## config.mk

```make
export PLATFORM = sky130hd
export DESIGN_NAME = deint_sched_flat
export DESIGN_NICKNAME = d
export VERILOG_FILES = /design/src/rtl/deint_sched_pkg.sv /design/src/rtl/deint_sched_if.sv /design/src/rtl/deint_ptr_bank.sv /design/src/rtl/deint_sched.sv /design/src/flat_wrapper.sv
export SDC_FILE = /design/constraint.sdc
export NUM_CORES = 1
export LEC_CHECK = 0
export CAP_MARGIN = 25
export CORE_UTILIZATION = 30
export DETAILED_ROUTE_END_ITERATION = 7
export PLACE_DENSITY = 0.46
export SYNTH_ARGS = -nofsm -noshare
export SYNTH_HDL_FRONTEND = slang
export SYNTH_SLANG_ARGS = --single-unit
```

## constraint.sdc

```tcl
create_clock -name clk -period 9.6 [get_ports clk]
set_input_delay 1.92 -clock clk [delete_from_list [all_inputs] [get_ports clk]]
set_output_delay 1.92 -clock clk [all_outputs]
set_load 0.01 [all_outputs]
```

## src/rtl/deint_sched_pkg.sv

```systemverilog
// deint_sched shared definitions
// sizes, FSM state type and per-bank start offsets
package deint_sched_pkg;

  localparam int NBANK = 6;
  localparam int DEPTH = 1536;
  localparam int WIDTH = 12;
  localparam int AW    = 11;

  typedef enum logic [1:0] {
    S_IDLE = 2'd0,
    S_RD   = 2'd1,
    S_WR   = 2'd2
  } state_t;

  // start offsets in sixths of DEPTH:
  // bank 0..5 -> 0,3,5,1,4,2 (0,768,1280,256,1024,512)
  localparam logic [5:0][2:0] OFF_MUL = {
    3'd2, 3'd4, 3'd1, 3'd5, 3'd3, 3'd0
  };

  function automatic int init_off(
    input int b,
    input int depth
  );
    int m;
    m = int'(OFF_MUL[b % 6]);
    return (m * (depth / 6)) % depth;
  endfunction

endpackage

```

## src/rtl/deint_sched_if.sv

```systemverilog
// deint_sched stream + SRAM bus bundle
// master drives symbols, slave is the scheduler
interface deint_sched_if #(
  parameter int NBANK = deint_sched_pkg::NBANK,
  parameter int WIDTH = deint_sched_pkg::WIDTH,
  parameter int AW    = deint_sched_pkg::AW
);

  logic             in_valid;
  logic [WIDTH-1:0] din;
  logic             in_ready;
  logic [NBANK-1:0] sram_csn;
  logic             sram_wen;
  logic [AW-1:0]    sram_addr;
  logic [WIDTH-1:0] sram_din;
  logic [2:0]       out_sel;
  logic             out_valid;
  logic             busy;

  modport master (
    output in_valid,
    output din,
    input  in_ready,
    input  sram_csn,
    input  sram_wen,
    input  sram_addr,
    input  sram_din,
    input  out_sel,
    input  out_valid,
    input  busy
  );

  modport slave (
    input  in_valid,
    input  din,
    output in_ready,
    output sram_csn,
    output sram_wen,
    output sram_addr,
    output sram_din,
    output out_sel,
    output out_valid,
    output busy
  );

endinterface

```

## src/rtl/deint_ptr_bank.sv

```systemverilog
// per-bank write pointers and primed flags
// pointer of the selected bank advances and wraps
module deint_ptr_bank
  import deint_sched_pkg::*;
#(
  parameter int NBANK = deint_sched_pkg::NBANK,
  parameter int DEPTH = deint_sched_pkg::DEPTH,
  parameter int AW    = deint_sched_pkg::AW,
  parameter int BW    = (NBANK > 1) ? $clog2(NBANK) : 1
) (
  input  logic          clk,
  input  logic          rst,
  input  logic          i_clr,
  input  logic          i_adv,
  input  logic [BW-1:0] i_bank,
  output logic [AW-1:0] o_ptr,
  output logic          o_primed
);

  logic [AW-1:0]    r_ptr [NBANK];
  logic [NBANK-1:0] r_primed;
  logic             w_wrap;

  assign w_wrap   = (r_ptr[i_bank] == AW'(DEPTH - 1));
  assign o_ptr    = r_ptr[i_bank];
  assign o_primed = r_primed[i_bank];

  // load start offsets on reset/clear, else step selected bank
  always_ff @(posedge clk or posedge rst) begin
    if (rst) begin
      for (int i = 0; i < NBANK; i++)
        r_ptr[i] <= AW'(init_off(i, DEPTH));
      r_primed <= '0;
    end else if (i_clr) begin
      for (int i = 0; i < NBANK; i++)
        r_ptr[i] <= AW'(init_off(i, DEPTH));
      r_primed <= '0;
    end else if (i_adv) begin
      if (w_wrap) begin
        r_ptr[i_bank]    <= '0;
        r_primed[i_bank] <= 1'b1;
      end else begin
        r_ptr[i_bank] <= r_ptr[i_bank] + AW'(1);
      end
    end
  end

endmodule

```

## src/rtl/deint_sched.sv

```systemverilog
// deint_sched: read-then-write bank sequencer
// one symbol per RD/WR pair, banks visited round robin
module deint_sched
  import deint_sched_pkg::*;
#(
  parameter int NBANK = deint_sched_pkg::NBANK,
  parameter int DEPTH = deint_sched_pkg::DEPTH,
  parameter int WIDTH = deint_sched_pkg::WIDTH,
  parameter int AW    = deint_sched_pkg::AW
) (
  input  logic          clk,
  input  logic          rst_n,
  input  logic          sync_clr,
  deint_sched_if.slave  bus
);

  localparam int BW = (NBANK > 1) ? $clog2(NBANK) : 1;

  state_t           r_state;
  state_t           w_next;
  logic [BW-1:0]    r_bank;
  logic [WIDTH-1:0] r_din_q;
  logic [WIDTH-1:0] r_din_hold;
  logic [AW-1:0]    r_addr_hold;

  logic [AW-1:0]    w_ptr;
  logic             w_primed;
  logic             w_ready;
  logic             w_xfer;
  logic             w_adv;
  logic [NBANK-1:0] w_csn;
  logic             w_wen;
  logic [AW-1:0]    w_addr;
  logic [WIDTH-1:0] w_sdin;
  logic             w_valid;

  // rst_n is active-high: ready only out of reset
  assign w_ready = ~rst_n & (r_state != S_RD);
  assign w_xfer  = bus.in_valid & w_ready;
  assign w_adv   = (r_state == S_WR) & ~sync_clr;

  deint_ptr_bank #(
    .NBANK (NBANK),
    .DEPTH (DEPTH),
    .AW    (AW),
    .BW    (BW)
  ) u_ptr (
    .clk      (clk),
    .rst      (rst_n),
    .i_clr    (sync_clr),
    .i_adv    (w_adv),
    .i_bank   (r_bank),
    .o_ptr    (w_ptr),
    .o_primed (w_primed)
  );

  // state register
  always_ff @(posedge clk or posedge rst_n) begin
    if (rst_n) r_state <= S_IDLE;
    else       r_state <= w_next;
  end

  // next state and SRAM/output decode
  always_comb begin
    w_next  = r_state;
    w_csn   = '1;
    w_wen   = 1'b1;
    w_addr  = r_addr_hold;
    w_sdin  = r_din_hold;
    w_valid = 1'b0;
    unique case (r_state)
      S_IDLE: begin
        w_next = w_xfer ? S_RD : S_IDLE;
      end
      S_RD: begin
        w_next        = S_WR;
        w_csn[r_bank] = 1'b0;
        w_addr        = w_ptr;
      end
      S_WR: begin
        w_next        = w_xfer ? S_RD : S_IDLE;
        w_csn[r_bank] = 1'b0;
        w_wen         = 1'b0;
        w_addr        = w_ptr;
        w_sdin        = r_din_q;
        w_valid       = w_primed;
      end
      default: begin
        w_next = S_IDLE;
      end
    endcase
    if (sync_clr) w_next = S_IDLE;
  end

  // bank index steps after each completed write
  always_ff @(posedge clk or posedge rst_n) begin
    if (rst_n)
      r_bank <= '0;
    else if (sync_clr)
      r_bank <= '0;
    else if (w_adv)
      r_bank <= (r_bank == BW'(NBANK - 1)) ?
                '0 : r_bank + BW'(1);
  end

  // capture accepted symbol
  always_ff @(posedge clk or posedge rst_n) begin
    if (rst_n)
      r_din_q <= '0;
    else if (w_xfer && !sync_clr)
      r_din_q <= bus.din;
  end

  // remember last bus values so IDLE holds them
  always_ff @(posedge clk or posedge rst_n) begin
    if (rst_n) begin
      r_addr_hold <= '0;
      r_din_hold  <= '0;
    end else begin
      if (r_state != S_IDLE) r_addr_hold <= w_ptr;
      if (r_state == S_WR)   r_din_hold  <= r_din_q;
    end
  end

  assign bus.in_ready  = w_ready;
  assign bus.sram_csn  = w_csn;
  assign bus.sram_wen  = w_wen;
  assign bus.sram_addr = w_addr;
  assign bus.sram_din  = w_sdin;
  assign bus.out_sel   = 3'(r_bank);
  assign bus.out_valid = w_valid;
  assign bus.busy      = (r_state != S_IDLE);

endmodule

```

## src/flat_wrapper.sv

```systemverilog
// flat-port wrapper written by rule: the top's interface ports become plain ports
module deint_sched_flat import deint_sched_pkg::*;
#(
  parameter int NBANK = deint_sched_pkg::NBANK,
  parameter int DEPTH = deint_sched_pkg::DEPTH,
  parameter int WIDTH = deint_sched_pkg::WIDTH,
  parameter int AW    = deint_sched_pkg::AW
)
  (clk, rst_n, sync_clr, bus_in_valid, bus_din, bus_in_ready, bus_sram_csn, bus_sram_wen, bus_sram_addr, bus_sram_din, bus_out_sel, bus_out_valid, bus_busy);
  deint_sched_if #(.NBANK(NBANK), .WIDTH(WIDTH), .AW(AW)) bus_i ();
  input  logic clk;
  input  logic rst_n;
  input  logic sync_clr;
  input wire logic [$bits(bus_i.in_valid)-1:0] bus_in_valid;
  input wire logic [$bits(bus_i.din)-1:0] bus_din;
  output wire logic [$bits(bus_i.in_ready)-1:0] bus_in_ready;
  output wire logic [$bits(bus_i.sram_csn)-1:0] bus_sram_csn;
  output wire logic [$bits(bus_i.sram_wen)-1:0] bus_sram_wen;
  output wire logic [$bits(bus_i.sram_addr)-1:0] bus_sram_addr;
  output wire logic [$bits(bus_i.sram_din)-1:0] bus_sram_din;
  output wire logic [$bits(bus_i.out_sel)-1:0] bus_out_sel;
  output wire logic [$bits(bus_i.out_valid)-1:0] bus_out_valid;
  output wire logic [$bits(bus_i.busy)-1:0] bus_busy;
  assign bus_i.in_valid = bus_in_valid;
  assign bus_i.din = bus_din;
  assign bus_in_ready = bus_i.in_ready;
  assign bus_sram_csn = bus_i.sram_csn;
  assign bus_sram_wen = bus_i.sram_wen;
  assign bus_sram_addr = bus_i.sram_addr;
  assign bus_sram_din = bus_i.sram_din;
  assign bus_out_sel = bus_i.out_sel;
  assign bus_out_valid = bus_i.out_valid;
  assign bus_busy = bus_i.busy;
  deint_sched #(.NBANK(NBANK), .DEPTH(DEPTH), .WIDTH(WIDTH), .AW(AW)) u_core (.clk(clk), .rst_n(rst_n), .sync_clr(sync_clr), .bus(bus_i));
endmodule
```

==> impl_metrics.py <==
metrics = {
    "run_status": {
        "status": "complete, no violations",
    },
    "job": {
        "max_cap_viol_count": 0,
    },
    "die": {
        "initial_core_util": 0.311,
        "ioPinCount": 52,
        "core-area_um2": 18300,
        "num_rows": 49,
        "dieArea_um2": 19500,
        "fp.dieH_um": 140,
        "die_width_um": 140,
    },
    "setup_path": {
        "r2r_setup_slack_ps": 6020,
        "worstPathArrival_ps": 3170,
        "required_ps": 7680,
        "critPathLaunchType": "flip-flop",
        "worstRegToRegCells": 9,
        "regToRegEndpoint": "u_core.u_ptr.r_ptr[29]",
        "crit_fanout": 19,
        "regToRegStartpoint": "u_core.bus.out_sel[0]",
        "end_kind": "output port",
        "crit_type": "flip-flop to output port",
    },
    "drt": {
        "via_per_inst": 5.30,
        "wl_per_cell_um": 19.0,
        "top_layer": "met4",
        "met1_length_mm": 7.51,
        "wl_met3_um": 770,
        "wl_met2_mm": 7.12,
        "drt_first_pass_iters": 4,
        "ant_nets": 0,
        "num_vias": 4411,
        "drc": 0,
        "drtIter0Drc": 283,
        "wl_mm": 15.8,
    },
    "synth": {
        "synth_commonest_cells": "105 x dfrtp_1, 83 x nand2_1, 65 x a21oi_1",
        "synth_most_common_cell": "dfrtp_1",
        "avgSynthCellArea_um2": 10.0,
        "synth_top_area_cell": "dfrtp_1",
        "ys_seq_area_frac": 0.495,
        "ys_ff_latch": 112,
        "netlist_instances": 567,
        "ys_types": 66,
        "synth_nets": 588,
        "synth_edf_count": 0,
        "synth.area.top_cells": "dfrtp_1 46%, mux2_2 7.1%, a21oi_1 5.7%",
        "synthArstFlopShare": 1.00,
        "netlist.area_leader.share": 0.462,
        "synth_ff_type": "dfrtp_1",
        "ys_warn_count": 0,
        "synth_area_um2": 5680,
    },
    "clock_network": {
        "cts-resized-gates": 0,
        "numCtsBuffers": 9,
        "post_cts.repair.setup_buffers": 0,
        "cts_tree": "done",
        "clock-sinks": 112,
        "clkLatencyLatePin_ps": 370,
        "cts_buffer_depth": 2,
        "hold_buffers": 0,
        "root_buffer": "clkbuf_16",
        "cts_max_level": 3,
        "path_clk_slew_ps": 80,
    },
    "timing": {
        "tns_ps": 0,
        "worstMarginPinSlew_ps": 1060,
        "max_slew_margin": 0.293,
        "finalCritPeriodShare": 0.530,
        "clock.fmax_mhz": 197,
        "layout_min_cycle_time_ps": 5090,
        "rsz0062_at_grt": "false",
        "hold_viol": 0,
        "setup_viol": 0,
        "final-max-slew-violation-count": 0,
        "skew_ps": 10.2,
    },
    "place": {
        "gp_congestion": 0.805,
        "port-buffer-count": 51,
        "hpwl_mm": 10.2,
        "place_inst": 814,
        "place_area_um2": 6360,
    },
    "layout": {
        "antennaDiodeCount": 0,
        "areaGrowthSynthToFinish_pct": 18.5,
        "drive_gt1_frac": 0.163,
        "finalNonFillerCells": 832,
        "nets": 619,
        "finish.instance_area_um2": 6740,
    },
    "grt": {
        "grt_pass1_wl_mm": 25.6,
        "grtUsageTotal": 0.171,
        "grt_start_max_net_pins": 91,
        "first_global_vias": 4335,
        "gr-total-overflow": 0,
        "grt_antenna_before_repair": 0,
    },
    "power_and_ir_drop": {
        "p_leak_nw": 2.61,
        "powerDensity_nw_per_um2": 166,
        "worst_ir_drop_vdd_mv": 0.0987,
    },
    "min_path": {
        "hold_end": "u_core.u_ptr.r_primed[5]",
        "hp-start": "u_core.u_ptr.r_primed[5]",
        "hold_depth": 2,
        "hold_class": "flip-flop to flip-flop",
    },
}
layout by cell type (no fill, tap or decap), drive strengths merged, types with 3 or more instances in the layout:
cell type        n
dfstp            7
nand3           17
ha               5
dfrtp          105
clkdlybuf4s50   50
nor2b            4
o32ai            8
o41ai            6
xnor2            4
o31ai            4
clkinv           3
a221o            4
and3             3
nand2b           4
mux2            37
nand3b          22
buf             13
mux2i           16
nor2            49
a211oi           8
nor3             5
clkbuf           9
a21oi           66
o21ai           15
inv             16
a31oi            4
nand2           83
kinds of logic (layout without fill, tap and decap cells):
family / count (synthesis) / after routing / synth area share
buffers and inverters: 58 / 94 / 0.0493
AND/OR/NAND/NOR: 204 / 204 / 0.174
XOR/XNOR: 6 / 6 / 0.0106
AO/OA/AOI/OAI: 128 / 128 / 0.155
multiplexers: 54 / 54 / 0.105
adder cells (fa/ha/maj): 5 / 5 / 0.0110
flip-flops: 112 / 112 / 0.495
how the worst max path moves through the flow:
stage / startpoint / to / slack, ps / cells after the start
floorplan: rst_n / u_core.bus.out_sel[0] / 4730 / 1
global placement: rst_n / bus_in_ready / 4590 / 3
detailed placement: rst_n / bus_in_ready / 4610 / 3
CTS: u_core.bus.out_sel[1] / bus_sram_addr[8] / 4510 / 4
global route: u_core.bus.out_sel[0] / bus_sram_addr[8] / 4330 / 6
finish: u_core.bus.out_sel[1] / bus_sram_addr[3] / 4510 / 4
stage by stage:
stage           util  worst slack, ps  hold WS (ps)  total power [mW]
6_report       0.369             4510           496              1.12
5_1_grt        0.369             4330           513              1.17
4_1_cts        0.367             4510           500              1.13
3_5_place_dp   0.348             4610           479             0.697
3_3_place_gp   0.348             4590           476             0.694
2_1_floorplan      -             4730           457             0.616
sequential cells by signal, summed over array words and instances (netlist names):
name                   cells
u_core.u_ptr.r_ptr        66
u_core.r_din_hold         12
u_core.r_din_q            12
u_core.r_addr_hold        11
u_core.u_ptr.r_primed      6
u_core.bus.out_sel         3
u_core.r_state             2
power breakdown:
group | leakage (nW) | switching, mW | total [mW] | internal (mW)
logic | 0.966 | 0.0757 | 0.165 | 0.0893
registers | 1.48 | 0.0137 | 0.522 | 0.509
clock network | 0.161 | 0.195 | 0.430 | 0.235
total | 2.61 | 0.284 | 1.12 | 0.833
critical path, cell delays in order (launching register included):
cell and delay [ps]:
dfrtp_1 830, clkinv_1 590, a221o_1 600, mux2_2 310, clkdlybuf4s50_1 480
metal layers:
layer	track usage	up-vias
met5	0	-
met3	0.0323	22
met2	0.253	110
met1	0.243	2212
li1	-	2067
met4	0.0758	0
cell type report:
cell class / instances / area [um^2]
fill: 1847 / 11500
sequential: 112 / 2810
multi-input combinational: 397 / 2620
timing repair buffer: 63 / 623
tap: 229 / 287
clock buffer: 9 / 225
clock inverter: 7 / 113
inverter: 15 / 58.8
No activity file was read; power rests on OpenSTA's default activity.
